--- src/rtl/apb_master_if.sv ---
`default_nettype none
// ============================================================================
//  Module      : apb_master_if
//  Description : Bundle of the command/response handshake and the APB bus
//                signals that surround apb_master.
//                master modport - the apb_master view of the bundle.
//                slave  modport - the command requester plus APB slave view.
//  Signals     : cmd_valid/cmd_ready/cmd_write/cmd_addr/cmd_wdata  command
//                rsp_valid/rsp_ready/rsp_rdata/rsp_err             response
//                PSEL/PENABLE/PWRITE/PADDR/PWDATA                  APB request
//                PRDATA/PREADY/PSLVERR                             APB reply
//  Revision    : 1.0 - initial release
// ============================================================================
interface apb_master_if #(
   parameter int ADDR_WIDTH = 32,
   parameter int DATA_WIDTH = 32
);
   // command channel
   logic                  cmd_valid;
   logic                  cmd_ready;
   logic                  cmd_write;
   logic [ADDR_WIDTH-1:0] cmd_addr;
   logic [DATA_WIDTH-1:0] cmd_wdata;
   // response channel
   logic                  rsp_valid;
   logic                  rsp_ready;
   logic [DATA_WIDTH-1:0] rsp_rdata;
   logic                  rsp_err;
   // APB bus
   logic                  PSEL;
   logic                  PENABLE;
   logic                  PWRITE;
   logic [ADDR_WIDTH-1:0] PADDR;
   logic [DATA_WIDTH-1:0] PWDATA;
   logic [DATA_WIDTH-1:0] PRDATA;
   logic                  PREADY;
   logic                  PSLVERR;

   modport master (
      input  cmd_valid, cmd_write, cmd_addr, cmd_wdata, rsp_ready,
      input  PRDATA, PREADY, PSLVERR,
      output cmd_ready, rsp_valid, rsp_rdata, rsp_err,
      output PSEL, PENABLE, PWRITE, PADDR, PWDATA
   );

   modport slave (
      output cmd_valid, cmd_write, cmd_addr, cmd_wdata, rsp_ready,
      output PRDATA, PREADY, PSLVERR,
      input  cmd_ready, rsp_valid, rsp_rdata, rsp_err,
      input  PSEL, PENABLE, PWRITE, PADDR, PWDATA
   );
endinterface
`default_nettype wire

--- src/rtl/apb_master.sv ---
`default_nettype none
// ============================================================================
//  Module      : apb_master
//  Description : Single-outstanding APB master. Accepts one command, runs an
//                IDLE -> SETUP -> ACCESS transfer and returns a response that
//                is held until consumed.
//  Ports       : PClk     - clock, rising edge
//                PRESETn  - synchronous active-low reset
//                apb      - apb_master_if.master (command, response, APB bus)
//  Parameters  : ADDR_WIDTH, DATA_WIDTH, TIMEOUT_CYCLES
//  Options     : APB_MST_TIMEOUT_EN - when defined, an ACCESS phase that sees
//                PREADY low for TIMEOUT_CYCLES cycles ends with rsp_err=1 and
//                rsp_rdata=0. When undefined, ACCESS waits for PREADY forever.
//  Revision    : 1.0 - initial release
// ============================================================================
module apb_master #(
   parameter int ADDR_WIDTH     = 32,
   parameter int DATA_WIDTH     = 32,
   parameter int TIMEOUT_CYCLES = 16
) (
   input  wire logic     PClk,
   input  wire logic     PRESETn,
   apb_master_if.master  apb
);

   typedef enum logic [1:0] {
      ST_IDLE   = 2'd0,
      ST_SETUP  = 2'd1,
      ST_ACCESS = 2'd2
   } state_t;

   state_t                r_state;
   logic                  r_idle_en;
   logic                  r_psel;
   logic                  r_penable;
   logic                  r_pwrite;
   logic [ADDR_WIDTH-1:0] r_paddr;
   logic [DATA_WIDTH-1:0] r_pwdata;
   logic                  r_rsp_valid;
   logic [DATA_WIDTH-1:0] r_rsp_rdata;
   logic                  r_rsp_err;

   state_t                w_state_nxt;
   logic                  w_psel_nxt;
   logic                  w_penable_nxt;
   logic                  w_pwrite_nxt;
   logic [ADDR_WIDTH-1:0] w_paddr_nxt;
   logic [DATA_WIDTH-1:0] w_pwdata_nxt;
   logic                  w_rsp_valid_nxt;
   logic [DATA_WIDTH-1:0] w_rsp_rdata_nxt;
   logic                  w_rsp_err_nxt;

   logic                  w_cmd_ready;
   logic                  w_accept;
   logic                  w_done;
   logic                  w_tmo;

   // r_idle_en is a registered "in IDLE and out of reset" flag. It is
   // qualified by rsp_ready in the same cycle so a response handshake and a
   // new command can coincide, giving one IDLE cycle between transfers.
   assign w_cmd_ready = r_idle_en && (!r_rsp_valid || apb.rsp_ready);
   assign w_accept    = w_cmd_ready && apb.cmd_valid;
   // PREADY is only looked at while in ACCESS.
   assign w_done      = (r_state == ST_ACCESS) && (apb.PREADY || w_tmo);

`ifdef APB_MST_TIMEOUT_EN
   localparam int c_CNT_W = $clog2(TIMEOUT_CYCLES + 1);

   logic [c_CNT_W-1:0] r_tmo_cnt;

   // Fires on the ACCESS cycle whose stalled edge would make the count
   // reach TIMEOUT_CYCLES.
   assign w_tmo = (r_state == ST_ACCESS) && !apb.PREADY &&
                  (r_tmo_cnt == c_CNT_W'(TIMEOUT_CYCLES - 1));

   always_ff @(posedge PClk) begin
      if (!PRESETn) begin
         r_tmo_cnt <= '0;
      end else if (w_accept) begin
         r_tmo_cnt <= '0;
      end else if ((r_state == ST_ACCESS) && !apb.PREADY && !w_tmo) begin
         r_tmo_cnt <= r_tmo_cnt + c_CNT_W'(1);
      end
   end
`else
   assign w_tmo = 1'b0;
`endif

   // Next-state and next-output logic
   always_comb begin
      w_state_nxt     = r_state;
      w_psel_nxt      = r_psel;
      w_penable_nxt   = r_penable;
      w_pwrite_nxt    = r_pwrite;
      w_paddr_nxt     = r_paddr;
      w_pwdata_nxt    = r_pwdata;
      w_rsp_valid_nxt = r_rsp_valid;
      w_rsp_rdata_nxt = r_rsp_rdata;
      w_rsp_err_nxt   = r_rsp_err;

      case (r_state)
         ST_IDLE: begin
            if (w_accept) begin
               w_state_nxt   = ST_SETUP;
               w_psel_nxt    = 1'b1;
               w_penable_nxt = 1'b0;
               w_pwrite_nxt  = apb.cmd_write;
               w_paddr_nxt   = {apb.cmd_addr[ADDR_WIDTH-1:2], 2'b00};
               w_pwdata_nxt  = apb.cmd_wdata;
            end
         end
         ST_SETUP: begin
            w_state_nxt   = ST_ACCESS;
            w_penable_nxt = 1'b1;
         end
         ST_ACCESS: begin
            if (w_done) begin
               w_state_nxt   = ST_IDLE;
               w_psel_nxt    = 1'b0;
               w_penable_nxt = 1'b0;
            end
         end
         default: begin
            w_state_nxt   = ST_IDLE;
            w_psel_nxt    = 1'b0;
            w_penable_nxt = 1'b0;
         end
      endcase

      // Consumed responses clear; a completing transfer loads over that.
      if (r_rsp_valid && apb.rsp_ready) begin
         w_rsp_valid_nxt = 1'b0;
         w_rsp_rdata_nxt = '0;
         w_rsp_err_nxt   = 1'b0;
      end
      if (w_done) begin
         w_rsp_valid_nxt = 1'b1;
         w_rsp_err_nxt   = w_tmo ? 1'b1 : apb.PSLVERR;
         w_rsp_rdata_nxt = (w_tmo || r_pwrite) ? '0 : apb.PRDATA;
      end
   end

   // State and output registers
   always_ff @(posedge PClk) begin
      if (!PRESETn) begin
         r_state     <= ST_IDLE;
         r_idle_en   <= 1'b0;
         r_psel      <= 1'b0;
         r_penable   <= 1'b0;
         r_pwrite    <= 1'b0;
         r_paddr     <= '0;
         r_pwdata    <= '0;
         r_rsp_valid <= 1'b0;
         r_rsp_rdata <= '0;
         r_rsp_err   <= 1'b0;
      end else begin
         r_state     <= w_state_nxt;
         r_idle_en   <= (w_state_nxt == ST_IDLE);
         r_psel      <= w_psel_nxt;
         r_penable   <= w_penable_nxt;
         r_pwrite    <= w_pwrite_nxt;
         r_paddr     <= w_paddr_nxt;
         r_pwdata    <= w_pwdata_nxt;
         r_rsp_valid <= w_rsp_valid_nxt;
         r_rsp_rdata <= w_rsp_rdata_nxt;
         r_rsp_err   <= w_rsp_err_nxt;
      end
   end

   assign apb.cmd_ready = w_cmd_ready;
   assign apb.rsp_valid = r_rsp_valid;
   assign apb.rsp_rdata = r_rsp_rdata;
   assign apb.rsp_err   = r_rsp_err;
   assign apb.PSEL      = r_psel;
   assign apb.PENABLE   = r_penable;
   assign apb.PWRITE    = r_pwrite;
   assign apb.PADDR     = r_paddr;
   assign apb.PWDATA    = r_pwdata;

endmodule
`default_nettype wire
--- src/flat_wrapper.sv ---
// flat-port wrapper written by rule: the top's interface ports become plain ports
module apb_master_flat 
#(
   parameter int ADDR_WIDTH     = 32,
   parameter int DATA_WIDTH     = 32,
   parameter int TIMEOUT_CYCLES = 16
)
  (PClk, PRESETn, apb_cmd_valid, apb_cmd_write, apb_cmd_addr, apb_cmd_wdata, apb_rsp_ready, apb_PRDATA, apb_PREADY, apb_PSLVERR, apb_cmd_ready, apb_rsp_valid, apb_rsp_rdata, apb_rsp_err, apb_PSEL, apb_PENABLE, apb_PWRITE, apb_PADDR, apb_PWDATA);
  apb_master_if #(.ADDR_WIDTH(ADDR_WIDTH), .DATA_WIDTH(DATA_WIDTH)) apb_i ();
  input  wire logic PClk;
  input  wire logic PRESETn;
  input wire logic [$bits(apb_i.cmd_valid)-1:0] apb_cmd_valid;
  input wire logic [$bits(apb_i.cmd_write)-1:0] apb_cmd_write;
  input wire logic [$bits(apb_i.cmd_addr)-1:0] apb_cmd_addr;
  input wire logic [$bits(apb_i.cmd_wdata)-1:0] apb_cmd_wdata;
  input wire logic [$bits(apb_i.rsp_ready)-1:0] apb_rsp_ready;
  input wire logic [$bits(apb_i.PRDATA)-1:0] apb_PRDATA;
  input wire logic [$bits(apb_i.PREADY)-1:0] apb_PREADY;
  input wire logic [$bits(apb_i.PSLVERR)-1:0] apb_PSLVERR;
  output wire logic [$bits(apb_i.cmd_ready)-1:0] apb_cmd_ready;
  output wire logic [$bits(apb_i.rsp_valid)-1:0] apb_rsp_valid;
  output wire logic [$bits(apb_i.rsp_rdata)-1:0] apb_rsp_rdata;
  output wire logic [$bits(apb_i.rsp_err)-1:0] apb_rsp_err;
  output wire logic [$bits(apb_i.PSEL)-1:0] apb_PSEL;
  output wire logic [$bits(apb_i.PENABLE)-1:0] apb_PENABLE;
  output wire logic [$bits(apb_i.PWRITE)-1:0] apb_PWRITE;
  output wire logic [$bits(apb_i.PADDR)-1:0] apb_PADDR;
  output wire logic [$bits(apb_i.PWDATA)-1:0] apb_PWDATA;
  assign apb_i.cmd_valid = apb_cmd_valid;
  assign apb_i.cmd_write = apb_cmd_write;
  assign apb_i.cmd_addr = apb_cmd_addr;
  assign apb_i.cmd_wdata = apb_cmd_wdata;
  assign apb_i.rsp_ready = apb_rsp_ready;
  assign apb_i.PRDATA = apb_PRDATA;
  assign apb_i.PREADY = apb_PREADY;
  assign apb_i.PSLVERR = apb_PSLVERR;
  assign apb_cmd_ready = apb_i.cmd_ready;
  assign apb_rsp_valid = apb_i.rsp_valid;
  assign apb_rsp_rdata = apb_i.rsp_rdata;
  assign apb_rsp_err = apb_i.rsp_err;
  assign apb_PSEL = apb_i.PSEL;
  assign apb_PENABLE = apb_i.PENABLE;
  assign apb_PWRITE = apb_i.PWRITE;
  assign apb_PADDR = apb_i.PADDR;
  assign apb_PWDATA = apb_i.PWDATA;
  apb_master #(.ADDR_WIDTH(ADDR_WIDTH), .DATA_WIDTH(DATA_WIDTH), .TIMEOUT_CYCLES(TIMEOUT_CYCLES)) u_core (.PClk(PClk), .PRESETn(PRESETn), .apb(apb_i));
endmodule
--- config.mk ---
export PLATFORM = sky130hd
export DESIGN_NAME = apb_master_flat
export DESIGN_NICKNAME = d
export VERILOG_FILES = /design/src/rtl/apb_master_if.sv /design/src/rtl/apb_master.sv /design/src/flat_wrapper.sv
export SDC_FILE = /design/constraint.sdc
export NUM_CORES = 1
export LEC_CHECK = 0
export ABC_AREA = 1
export CAP_MARGIN = 20
export CORE_UTILIZATION = 39
export DETAILED_ROUTE_END_ITERATION = 8
export PLACE_DENSITY = 0.79
export SYNTH_ARGS = -nofsm -noshare
export SYNTH_HDL_FRONTEND = slang
export SYNTH_SLANG_ARGS = --single-unit
export TNS_END_PERCENT = 20
--- constraint.sdc ---
create_clock -name PClk -period 2.15 [get_ports PClk]
set_input_delay 0.645 -clock PClk [delete_from_list [all_inputs] [get_ports PClk]]
set_output_delay 0.645 -clock PClk [all_outputs]
set_load 0.05 [all_outputs]
==> results.cfg, run 1 <==
[routing]
drtPass1Iterations = 4
wl_um = 10110
vias = 3639
drc = 0
via_per_inst = 4.801
drt_iter0_markers = 111
detail-route-antenna-nets = 0
avgRoutedWirePerCell_um = 13.33

[pwr]
vdd_drop_max_v = 0.0003646
leakagePower_uw = 0.002859
p_per_area_mw_per_mm2 = 679.8

[logic_synthesis]
synth-adder-area-share_pct = 0
netlist_top_cells_count = 171 x nand2_1, 102 x dfxtp_1, 98 x nand3_1
synth_area_leader_cell = dfxtp_1
muxShareOfSynthArea_pct = 0
yosys_warnings = 0
synth_cells = 458
netlist.area_leader.share_pct = 56.01
syn-cell-area_mm2 = 0.003646
synth_edf_count = 0
synth_compound_area_share_pct = 4.873
synth_async_sr_flop_share_pct = 0
yosys_register_bits = 102
synth_area_leaders = dfxtp_1 56%, nand2_1 18%, nand3_1 13%
synth.most_common_cell = nand2_1
synth_top_family_by_area = simple AND/OR/NAND/NOR gates
synthFlopType = dfxtp_1
synth_cell_type_count = 19
synthSimpleGateAreaFrac_pct = 32.57
synth_xor_area_share_pct = 0
synth_area_per_cell_um2 = 7.961
ys_seq_area_share_pct = 56.01

[placement]
numPortBuffers = 200
place_ws_ns = -0.07496
hpwl_um = 7238
placed_cells = 744
gp_congestion = 0.7368

[cts]
clk-insertion-delay-late_ns = 0.35
clock_sinks = 102
h-tree-depth = 3
clock-root-buffer = clkbuf_8
cts.path.max_buffers = 2
cts.clk_slew.worst_paths_ns = 0.09
numCtsBuffers = 9
cts_tree = yes

[floorplanning]
die_area_mm2 = 0.009740
die_w_um = 98.69
rows = 34
fp.coreArea_mm2 = 0.008891
io-pin-count = 205
die_h_um = 98.69
initial_utilization_pct = 41.01

[job]
cap_viol_max_count = 0

[critical_path]
cp_cell_sequence = dlygate4sd2_1
critical-path-top-delay-family = buffers and inverters
max_stage_delay_ns = 0.53
arrival_ns = 1.24
cp-end-kind = output pin
path_buf_inv = 1
crit_type = reg -> out
cp.required_ns = 1.50
cp-start-kind = flop
worstPathMaxFanout = 2
slowest_stage = dlygate4sd2_1

[timing]
worst_slack_ns = 0.2605
finalMaxSlewViolations = 0
rsz0062_at_grt = no
worst_slew_pin_slew_ns = 0.5190
min_period_ns = 1.890
worst_clock_skew_ns = 0.01186
post-route-period-util_pct = 87.88
slew_headroom_pct = 65.54
setup_violations = 0
fmax_mhz = 529.2
final_hold_viol_count = 0

[grt]
grt_pass1_vias = 3413
grt_max_degree = 42
grt_overflow_total = 0
grt_pass1_wl_um = 16250
antenna_found_initial = 0
grtUsageTotal_pct = 20.96

[final_layout]
drive_gt1_share_pct = 9.231
syn_to_final_growth_pct = 59.03
antennaDiodeCount = 0
finalNetCount = 750
final_cell_count_no_fill = 758

[hold_path]
holdCritPathClass = reg -> reg

[outcome]
status = completed
report_power, final:
group	internal [uW]	total (uW)	switching, uW
Combinational	310	787	477
Sequential	1970	2010	41.5
Clock	525	1140	620
cell families after synthesis:
logic type,Yosys count
buf+inv,43
flops,102
other cells,1
simple gates,277
compound gates,35
area by class of cell:
type / instances / area [um2]
clock buffer: 10 / 127.6
timing repair buffer: 212 / 2029
fill: 791 / 3093
sequential: 102 / 2042
inverter: 8 / 30.03
clock inverter: 4 / 50.05
multi-input combinational: 314 / 1384
tap: 108 / 135.1
timing repair:
action                                  in CTS  in global routing
endpoints found under the setup margin      71                  4
pin swaps                                    0                  1
setup buffers                                0                  0
resized for setup                           71                  5
hold buffers                                 0                  0
registers in the layout, indices dropped and copies added (netlist names):
name                  count
u_core.r_state            2
u_core.apb.PENABLE        1
u_core.apb.rsp_rdata     32
u_core.r_idle_en          1
u_core.apb.rsp_err        1
u_core.apb.PWDATA        32
u_core.apb.rsp_valid      1
u_core.apb.PSEL           1
u_core.apb.PWRITE         1
u_core.apb.PADDR         30
metal layers:
metal	track usage (%)	part of all wire, %	vias to the layer above
li1	-	-	1853
met1	25.61	42	1619
met2	35.05	48	155
met3	7.518	9.5	12
met4	5.626	1.3	0
met5	0	0	-
metrics by stage:
stage	total power (uW)	area, um2	hold WS, ns	util [%]	TNS, ns
after floorplan	2493	3650	0.5244	-	0
after global placement	2864	5694	0.4376	64.04	-0.07570
after detailed placement	2876	5694	0.4423	64.04	-0.1580
after CTS	3986	5788	0.4635	65.10	-0.02311
after global routing	4113	5798	0.4743	65.21	0
final	3942	5798	0.4619	65.21	0
final timing paths:
kind	from	endpoint	cells past startpoint	slack, ns
worst max register to register	u_core.r_state[1]	u_core.apb.PADDR[14]	6	0.72
worst min-delay path	u_core.apb.PSEL	u_core.apb.PSEL	2	0.46
worst max-delay path	u_core.apb.PWDATA[10]	apb_PWDATA[10]	1	0.26
worst min register to register	u_core.apb.PSEL	u_core.apb.PSEL	2	0.46
placed cells by master (no fill, tap or decap):
cell type / instances
dfxtp_1: 102
nand3_1: 98
buf_2: 1
a21oi_1: 34
nand4_1: 2
buf_12: 7
nor2_4: 2
nor2_1: 1
nand3b_1: 1
nand3_2: 1
inv_2: 2
bufinv_16: 1
nor2_2: 1
conb_1: 2
clkbuf_1: 1
inv_1: 6
clkdlybuf4s50_1: 98
clkinv_2: 1
dlymetal6s2s_1: 4
a21boi_2: 1
clkbuf_8: 9
buf_4: 32
nand2_1: 171
clkinvlp_4: 2
dlygate4sd2_1: 70
Power figures use the tool's default switching activity.
==> run 2: changes to the inputs <==
TNS_END_PERCENT = 10   (was 20)
==> results of run 2 <==
The final DEF is identical to that of run 1; final timing and power are the same.
==> run 3: changes to the inputs <==
PLACE_DENSITY = 0.8   (was 0.79)
==> run 3 against run 2 <==
Global-route usage up 1.2 points. First-iteration DRC count rose by 4.5%. Sequential power is essentially flat. Cell count grew 0.53%. Count of clock-buffer cells in the layout stayed put. Register-to-register slack gained 0.07 ns. Largest power group unchanged. Clock skew up 0.0023 ns.
==> results.cfg, run 3 (synthesis gave the netlist of run 1 again) <==
[critical_path]
slowest_stage = dlygate4sd2_1
max_stage_delay_ns = 0.56
cp-end-kind = output pin
arrival_ns = 1.26
cp.depth = 1
cp_cell_sequence = dlygate4sd2_1
critical-path-top-delay-family = buffers and inverters
worstPathMaxFanout = 2
rr_worst_depth = 6
cp-start-kind = flop
crit_type = reg -> out
path_buf_inv = 1
cp.required_ns = 1.50

[floorplanning]
die_w_um = 98.69
fp.coreArea_mm2 = 0.008891
rows = 34
initial_utilization_pct = 41.01
die_h_um = 98.69
io-pin-count = 205
die_area_mm2 = 0.009740

[routing]
via_per_inst = 4.932
avgRoutedWirePerCell_um = 13.90
wl_um = 10590
vias = 3758
drc = 0
drtPass1Iterations = 5
drt_iter0_markers = 116
detail-route-antenna-nets = 0

[cts]
cts_hold_buf = 0
cts_tree = yes
clock-root-buffer = clkbuf_8
h-tree-depth = 3
cts.clk_slew.worst_paths_ns = 0.10
clock_sinks = 102
cts.path.max_buffers = 2
numCtsBuffers = 9
clk-insertion-delay-late_ns = 0.36

[final_layout]
finalNetCount = 751
final_area_mm2 = 0.005826
layout_common_cells = 171 x nand2_1, 102 x dfxtp_1, 98 x nand3_1, 98 x clkdlybuf4s50_1, 71 x dlygate4sd2_1
fillCellCount = 778
drive_gt1_share_pct = 9.495
mostFrequentLayoutCell = nand2_1
syn_to_final_growth_pct = 59.78
final_cell_count_no_fill = 762

[grt]
grt_overflow_total = 0
grtUsageTotal_pct = 22.13
grt_pass1_vias = 3717
grt_max_degree = 43
antenna_found_initial = 1
grt_pass1_wl_um = 17210

[pwr]
clkPwrFrac_pct = 30.5
p_per_area_mw_per_mm2 = 692.0
vdd_drop_max_v = 0.0004090
internal_power_uw = 2857
seqPwrFrac_pct = 49.9
switching_power_uw = 1174
sw_frac_of_total_pct = 29.12
leakagePower_uw = 0.002881
pwr-share-comb_pct = 19.5

[outcome]
status = completed

[hold_path]
hold_depth = 2
holdCritPathClass = reg -> reg

[placement]
numPortBuffers = 200
placed_cells = 745
gp_congestion = 0.7070
hpwl_um = 7715
place_area_mm2 = 0.005692

[timing]
setup_violations = 0
min_period_ns = 1.906
fmax_mhz = 524.7
finalMaxSlewViolations = 0
worst_slew_pin_slew_ns = 0.5259
final_hold_viol_count = 0
slew_headroom_pct = 65.08
setup_tns_ns = 0
post-route-period-util_pct = 88.64
whs_ns = 0.4698
worst_clock_skew_ns = 0.01418
rsz0062_at_grt = no

[job]
cap_viol_max_count = 0
[run 3: layout make-up]
cell class	instances	area (um2)	area share, %
Antenna cell	1	2.502	0.04296
Clock inverter	6	68.82	1.181
Multi-Input combinational cell	314	1384	23.75
Sequential cell	102	2042	35.05
Inverter	8	30.03	0.5155
Clock buffer	10	137.6	2.363
Timing Repair Buffer	213	2026	34.77
Tap cell	108	135.1	2.320
[run 3: layer usage]
metal,track usage [%],vias up,share of wire [%]
li1,-,1856,-
met1,24.51,1722,40
met2,39.82,168,50
met3,6.809,12,9.3
met4,8.266,0,1.6
met5,0,-,0
[run 3: path summary, 6_finish.rpt]
path	from	to	slack (ns)
setup / recovery	u_core.apb.PWDATA[20]	apb_PWDATA[20]	0.24
hold / removal	u_core.apb.PADDR[22]	u_core.apb.PADDR[22]	0.47
setup reg to reg	u_core.r_state[1]	u_core.apb.PWDATA[15]	0.79
hold reg to reg	u_core.apb.PADDR[22]	u_core.apb.PADDR[22]	0.47
[run 3: power by group through the flow]
stage	Clock, uW	Sequential (uW)	Combinational (uW)
2_1_floorplan	0	2320	174
3_3_place_gp	0	2050	815
3_5_place_dp	0	2060	823
4_1_cts	1280	2010	794
5_1_grt	1360	2020	833
6_report	1230	2010	788
[run 3: repair_timing]
item / 4_1_cts / 5_1_grt
gates resized for setup: 72 / 4
setup buffers: 0 / 0
endpoints found under the setup margin: 72 / 4
pin swaps: 0 / 1
[run 3: through the flow]
step / setup slack (ns) / total power, uW / utilization, %
after detailed placement: -0.07144 / 2881 / 64.02
after floorplan: 0.09820 / 2493 / -
after global routing: 0.1887 / 4216 / 65.52
after CTS: -0.03953 / 4082 / 65.38
final: 0.2443 / 4031 / 65.52
after global placement: -0.07184 / 2867 / 64.02
